[src/rtl/audio_pkg.sv]
// rtl/audio_pkg.sv - shared audio widths, note half-period divisors and sample saturation
package audio_pkg;

  localparam int DIV_W    = 22;
  localparam int SAMPLE_W = 16;

  // Octave-4 half periods in 50 MHz clock cycles; each lower octave doubles them.
  function automatic logic [DIV_W-1:0] note_div(input int octave, input int semi);
    int half;
    case (semi)
      0:       half = 95556;
      1:       half = 90194;
      2:       half = 85133;
      3:       half = 80353;
      4:       half = 75843;
      5:       half = 71586;
      6:       half = 67569;
      7:       half = 63776;
      8:       half = 60197;
      9:       half = 56818;
      10:      half = 53630;
      default: half = 50620;
    endcase
    return DIV_W'((half << (4 - octave)) - 1);
  endfunction

  localparam logic [DIV_W-1:0] REST = '0;
  localparam logic [DIV_W-1:0] C2 = note_div(2, 0), CS2 = note_div(2, 1), D2 = note_div(2, 2),
    DS2 = note_div(2, 3), E2 = note_div(2, 4), F2 = note_div(2, 5), FS2 = note_div(2, 6),
    G2 = note_div(2, 7), GS2 = note_div(2, 8), A2 = note_div(2, 9), AS2 = note_div(2, 10),
    B2 = note_div(2, 11);
  localparam logic [DIV_W-1:0] C3 = note_div(3, 0), CS3 = note_div(3, 1), D3 = note_div(3, 2),
    DS3 = note_div(3, 3), E3 = note_div(3, 4), F3 = note_div(3, 5), FS3 = note_div(3, 6),
    G3 = note_div(3, 7), GS3 = note_div(3, 8), A3 = note_div(3, 9), AS3 = note_div(3, 10),
    B3 = note_div(3, 11);
  localparam logic [DIV_W-1:0] C4 = note_div(4, 0), CS4 = note_div(4, 1), D4 = note_div(4, 2),
    DS4 = note_div(4, 3), E4 = note_div(4, 4), F4 = note_div(4, 5), FS4 = note_div(4, 6),
    G4 = note_div(4, 7), GS4 = note_div(4, 8), A4 = note_div(4, 9), AS4 = note_div(4, 10),
    B4 = note_div(4, 11);

  function automatic logic signed [SAMPLE_W-1:0] saturate(input logic signed [31:0] x);
    if (x > 32'sd32767)
      return 16'sh7fff;
    else if (x < -32'sd32768)
      return 16'sh8000;
    else
      return x[SAMPLE_W-1:0];
  endfunction

endpackage

[src/rtl/tone_channel.sv]
// rtl/tone_channel.sv - one square-wave voice: divisor register, period counter, phase and signed sample
module tone_channel #(
  parameter int DIV_W    = 22,
  parameter int SAMPLE_W = 18
) (
  input  logic                       clk,
  input  logic                       rst_n,
  input  logic                       load_i,
  input  logic [DIV_W-1:0]           div_i,
  input  logic signed [SAMPLE_W-1:0] amp_i,
  output logic signed [SAMPLE_W-1:0] sample_o
);

  logic [DIV_W-1:0] div_q, div_d;
  logic [DIV_W-1:0] cnt_q, cnt_d;
  logic             phase_q, phase_d;

  always_ff @(posedge clk or negedge rst_n) begin
    if (!rst_n) begin
      div_q   <= '0;
      cnt_q   <= '0;
      phase_q <= 1'b0;
    end else begin
      div_q   <= div_d;
      cnt_q   <= cnt_d;
      phase_q <= phase_d;
    end
  end

  // A new pitch restarts the count but keeps the waveform's phase running.
  always_comb begin
    div_d   = div_q;
    cnt_d   = cnt_q;
    phase_d = phase_q;
    if (load_i && div_i != div_q) begin
      div_d = div_i;
      cnt_d = '0;
      if (div_i == '0 || div_q == '0)
        phase_d = 1'b0;
      else if (cnt_q == div_q)
        phase_d = ~phase_q;
    end else if (div_q == '0) begin
      cnt_d   = '0;
      phase_d = 1'b0;
    end else if (cnt_q == div_q) begin
      cnt_d   = '0;
      phase_d = ~phase_q;
    end else begin
      cnt_d = cnt_q + DIV_W'(1);
    end
  end

  assign sample_o = (div_q == '0) ? '0 : (phase_q ? amp_i : -amp_i);

endmodule

[src/rtl/poly_tone_sequencer.sv]
// rtl/poly_tone_sequencer.sv - multi-channel note table sequencer with volume control and saturating mixer
module poly_tone_sequencer
  import audio_pkg::saturate;
#(
  parameter int NUM_CH    = 2,
  parameter int SEQ_DEPTH = 80,
  parameter int DIV_W     = audio_pkg::DIV_W,
  parameter int VOL_W     = 4,
  parameter int AMP_UNIT  = 1024,
  parameter int STEREO    = 0,
  localparam int CH_W     = (NUM_CH > 1) ? $clog2(NUM_CH) : 1,
  localparam int IDX_W    = (SEQ_DEPTH > 1) ? $clog2(SEQ_DEPTH) : 1
) (
  input  logic                clk,
  input  logic                rst_n,
  input  logic                step_tick,
  input  logic                play_en,
  input  logic                loop_mode,
  input  logic                restart,
  input  logic                vol_up,
  input  logic                vol_down,
  input  logic                wr_en,
  input  logic [CH_W-1:0]     wr_ch,
  input  logic [IDX_W-1:0]    wr_addr,
  input  logic [DIV_W-1:0]    wr_div,
  output logic signed [15:0]  audio_left,
  output logic signed [15:0]  audio_right,
  output logic [VOL_W-1:0]    vol,
  output logic [IDX_W-1:0]    step_idx,
  output logic                done
);

  localparam int SUM_W = 16 + $clog2(NUM_CH) + 1;
  localparam logic [IDX_W-1:0] LAST_IDX = IDX_W'(SEQ_DEPTH - 1);
  localparam logic [VOL_W-1:0] VOL_MAX  = '1;
  localparam logic [VOL_W-1:0] VOL_RST  = VOL_W'(1 << (VOL_W - 1));

  logic [DIV_W-1:0] table_q [NUM_CH][SEQ_DEPTH];

  logic [IDX_W-1:0] step_idx_q, step_idx_d;
  logic             done_q, done_d;
  logic [VOL_W-1:0] vol_q, vol_d;
  logic signed [15:0] left_q, right_q;

  logic                    adv, load, clear;
  logic [DIV_W-1:0]        ch_div [NUM_CH];
  logic signed [SUM_W-1:0] amp;
  logic signed [SUM_W-1:0] sample [NUM_CH];
  logic signed [SUM_W-1:0] sum_l, sum_r;

  // Non-blocking write keeps the same-cycle read on the old contents.
  always_ff @(posedge clk) begin
    if (wr_en)
      table_q[wr_ch][wr_addr] <= wr_div;
  end

  always_ff @(posedge clk or negedge rst_n) begin
    if (!rst_n) begin
      step_idx_q <= '0;
      done_q     <= 1'b0;
      vol_q      <= VOL_RST;
      left_q     <= '0;
      right_q    <= '0;
    end else begin
      step_idx_q <= step_idx_d;
      done_q     <= done_d;
      vol_q      <= vol_d;
      left_q     <= saturate(32'(sum_l));
      right_q    <= saturate(32'(sum_r));
    end
  end

  assign adv = step_tick & play_en & ~restart;

  // The first tick after a one-shot run finishes silences the held last note.
  always_comb begin
    step_idx_d = step_idx_q;
    done_d     = done_q;
    load       = 1'b0;
    clear      = 1'b0;
    if (restart) begin
      step_idx_d = '0;
      done_d     = 1'b0;
      clear      = 1'b1;
    end else if (adv && done_q) begin
      clear = 1'b1;
    end else if (adv) begin
      load = 1'b1;
      if (step_idx_q == LAST_IDX) begin
        if (loop_mode)
          step_idx_d = '0;
        else
          done_d = 1'b1;
      end else begin
        step_idx_d = step_idx_q + IDX_W'(1);
      end
    end
  end

  always_comb begin
    vol_d = vol_q;
    if (vol_up && !vol_down && vol_q != VOL_MAX)
      vol_d = vol_q + VOL_W'(1);
    else if (vol_down && !vol_up && vol_q != '0)
      vol_d = vol_q - VOL_W'(1);
  end

  assign amp = SUM_W'(int'(vol_q) * AMP_UNIT);

  for (genvar c = 0; c < NUM_CH; c++) begin : g_ch
    assign ch_div[c] = clear ? '0 : table_q[c][step_idx_q];

    tone_channel #(
      .DIV_W    (DIV_W),
      .SAMPLE_W (SUM_W)
    ) u_ch (
      .clk      (clk),
      .rst_n    (rst_n),
      .load_i   (load | clear),
      .div_i    (ch_div[c]),
      .amp_i    (amp),
      .sample_o (sample[c])
    );
  end

  always_comb begin
    sum_l = '0;
    sum_r = '0;
    for (int c = 0; c < NUM_CH; c++) begin
      if (STEREO == 0 || (c % 2) == 0)
        sum_l = sum_l + sample[c];
      if (STEREO == 0 || (c % 2) == 1)
        sum_r = sum_r + sample[c];
    end
  end

  assign audio_left  = left_q;
  assign audio_right = right_q;
  assign vol         = vol_q;
  assign step_idx    = step_idx_q;
  assign done        = done_q;

endmodule

[config.mk]
export PLATFORM = sky130hd
export DESIGN_NAME = poly_tone_sequencer
export DESIGN_NICKNAME = d
export VERILOG_FILES = /design/src/rtl/audio_pkg.sv /design/src/rtl/tone_channel.sv /design/src/rtl/poly_tone_sequencer.sv
export SDC_FILE = /design/constraint.sdc
export NUM_CORES = 2
export LEC_CHECK = 0
export CAP_MARGIN = 20
export CORE_AREA = 2 2 571 516
export DETAILED_ROUTE_END_ITERATION = 10
export DIE_AREA = 0 0 573 518
export PLACE_DENSITY = 0.74
export SLEW_MARGIN = 20
export SYNTH_ARGS = -nofsm -noshare
export SYNTH_HDL_FRONTEND = slang
export SYNTH_SLANG_ARGS = --single-unit
[constraint.sdc]
create_clock -name clk -period 9.1 [get_ports clk]
set_clock_uncertainty 0.2 [all_clocks]
set_input_delay 2.73 -clock clk [delete_from_list [all_inputs] [get_ports clk]]
set_output_delay 2.73 -clock clk [all_outputs]
set_load 0.02 [all_outputs]
==> results.md <==
- Initial DRC count: 13,750
- Via count: 79,870
- Ports: 83
- Synth cell types: 98
- CTS tree: done
- Top cells by area, synth: edfxtp_1 (73%), mux4_2 (8.8%), mux2i_1 (5.3%)
- Post-synth ARST share: 3.004%
- Critical Path Source Type: flip-flop
- GR Overflow Total: 0
- Row cnt: 188
- First-pass GRT wire length: 606.0 mm
- Worst Hold Path EP: g_ch[1].u_ch.cnt_q[0]
- Fin. max-slew vios: 0
- Crit Path Max Fanout: 76
- R2R Path Start: step_idx[3]
- GPL Wtd Cong: 0.9615
- Cells after synthesis: 7,422
- Worst r2r dst: g_ch[0].u_ch.div_q[9]
- Dpl cells: 11,300
- Critical path required time: 6.17 ns
- Synth Flop Type: edfxtp_1
- R2R depth: 11
- Vias in the first global route: 76,340
- Post-synthesis net count: 7,477
- DIE HEIGHT: 518 um
- Tot GR Track Use: 29.16%
- Cell Area, Synth: 144,800 um^2
- Setup bufs post-CTS: 0
- Inserted Clock Buffers: 353
- CTS resizes: 0
- Final core utilization: 55.75%
- Pre-CTS setup slack: 1.924 ns
- WL per Instance: 36.90 um
- Hold Fails Final Rpt: 0
- Largest area contributor in the netlist: edfxtp_1
- Data arrival, critical path: 3.85 ns
- Max_cap viols: 0
- Drt pass-1 iters: 8
- Clock transition at path regs: 0.06 ns
- Top-area cell type share of the netlist area: 72.99%
- Mapped Avg Cell Area: 19.51 um^2
- Hold_buf cts: 0
- Die width: 573 um
- Final setup vio count: 0
- Pin count of the biggest net entering global routing: 118
- Port Buffers: 82
- Hold Crit Class: reg2reg
- Design area: 162,100 um^2
- WS Path Type: reg2out
- Hold depth: 1
- Vias per std cell: 6.668
- Crit share post-route: 74.46%
- Slew HR: 14.07%
- Hold wc startpoint: g_ch[1].u_ch.cnt_q[0]
- Achievable Freq: 147.6 MHz
- Commonest cells post-synth: edfxtp_1 (3,520), mux2i_1 (762), mux4_2 (568), a22oi_1 (318), nor2_1 (300)
- Clk sinks: 3,629
- Clock Path Buffers: 4
- RSZ-0062 raised after global routing: false
- Post-route DRC: 0
- Post-synth EDFFs: 3,520
- Post-synthesis sequential area ratio: 74.88%
- Most numerous cell in the Yosys netlist: edfxtp_1
- Synth warnings: 0
- Placed Area: 150,800 um^2
- Share of cells above drive strength 1: 21.86%
- Reg2Reg Setup Slack: 2.45 ns
- Die Area: 296,800 um^2
- Critical Path Sink Type: output pin
- Setup TNS: 0 ns
- Final HPWL DP: 268.7 mm
- Status: complete, no violations
- Worst setup margin: 2.324 ns
- Period minus WS final: 6.776 ns
- Peak supply drop: 0.2164 mV
- Root Buffer Master: clkbuf_16
- Yosys reg bits: 3,629
- Initial antenna violation count: 45
- CTS H-tree depth: 5
- Worst-Margin Slew: 1.285 ns
- Later-pin clock latency in the skew report: 0.99 ns
- Post-DRT Antenna Nets: 0
- Post-Layout Cell Count: 11,980
- Power Dens Cells: 215.9 nW/um^2
- Core area: 290,700 um^2
- Initial core utilization: 49.81%
- Total wire length: 442.0 mm
- Synthesis-to-finish area growth: 11.94%
- Leak pwr: 50.21 nW
- Fin nets: 7,817
cell usage in the layout, fill, tap and decap left out, drive strengths merged, types with 16 or more instances in the layout:
master         netlist  layout
bufinv               0      21
nor4                86      86
buf                326     357
nand4               60      60
xnor2               37      37
mux2                69      69
diode                0      33
a211oi              24      24
nand2b              17      17
mux2i              762     762
xor2                69      69
o211ai              17      17
dfrtp              108     108
inv                 37      48
o22ai               57      57
mux4               568     568
and2                16      16
clkbuf             105     440
nand2              212     212
clkinv               0     159
clkdlybuf4s50        0      59
a22oi              318     318
nor2               303     303
o21ai               54      54
nand3              211     211
edfxtp            3520    3520
nor2b               34      34
a31oi               28      28
nor3                53      53
a21oi               70      70
and3                31      31
flip-flops by register name, indices dropped and copies added, names as in the netlist:
name and flops:
audio_right 7, done 1, g_ch.u_ch.cnt_q 44, g_ch.u_ch.div_q 44, g_ch.u_ch.phase_q 2, step_idx 7
table_q 3520, vol 4
per-stage QoR:
| step | hold slack, ns | total power (W) |
|---|---|---|
| 3_3_place_gp | 0.3461 | 0.02099 |
| 4_1_cts | 0.3713 | 0.03504 |
| 6_report | 0.3840 | 0.03499 |
| 3_5_place_dp | 0.3572 | 0.02103 |
| 5_1_grt | 0.4021 | 0.03580 |
| 2_1_floorplan | 0.2993 | 0.02017 |
routing by layer:
metal	wire, um	track usage, %
met5	246	0.1765
met4	23080	13.33
met3	61190	9.484
met2	194800	42.82
met1	162600	39.78
worst max-delay path: stages (launching register included):
cell and delay (ns):
dfrtp_4 1.07, buf_12 0.43, buf_12 0.42, clkdlybuf4s50_1 0.74
worst max-delay path by stage:
| stage | start | end | slack, ns |
|---|---|---|---|
| finish | step_idx[0] | step_idx[0] | 2.32 |
| detailed placement | restart | g_ch[0].u_ch.div_q[18] | 1.92 |
| CTS | step_idx[0] | step_idx[0] | 2.39 |
| global placement | restart | g_ch[0].u_ch.div_q[18] | 1.94 |
| global route | step_idx[0] | step_idx[0] | 2.27 |
| floorplan | wr_addr[5] | table_q[0][572] | 3.50 |
report_power, final:
group / switching (W) / internal, W
registers: 0.000146 / 0.0184
clock network: 0.00637 / 0.00790
logic: 0.00136 / 0.000798
layout make-up:
class / instances / area, um^2
Fill cell: 21360 / 128600
Sequential cell: 3629 / 108500
Multi-Input combinational cell: 3325 / 33800
Clock inverter: 204 / 1899
Clock buffer: 440 / 9275
Timing Repair Buffer: 416 / 3572
Antenna cell: 33 / 82.58
Inverter: 37 / 143.9
Tap cell: 3895 / 4873
logic make-up (layout without fill, tap and decap cells):
group | Yosys count | in the layout | synth area share, %
buf+inv | 468 | 1097 | 2.204
xor+xnor | 106 | 106 | 0.6411
compound gates | 707 | 707 | 3.529
mux | 1399 | 1399 | 14.70
simple gates | 1097 | 1097 | 3.901
fa+ha+maj | 16 | 16 | 0.1486
flops | 3629 | 3629 | 74.88
other cells | 0 | 33 | 0
Power figures use the tool's default switching activity.
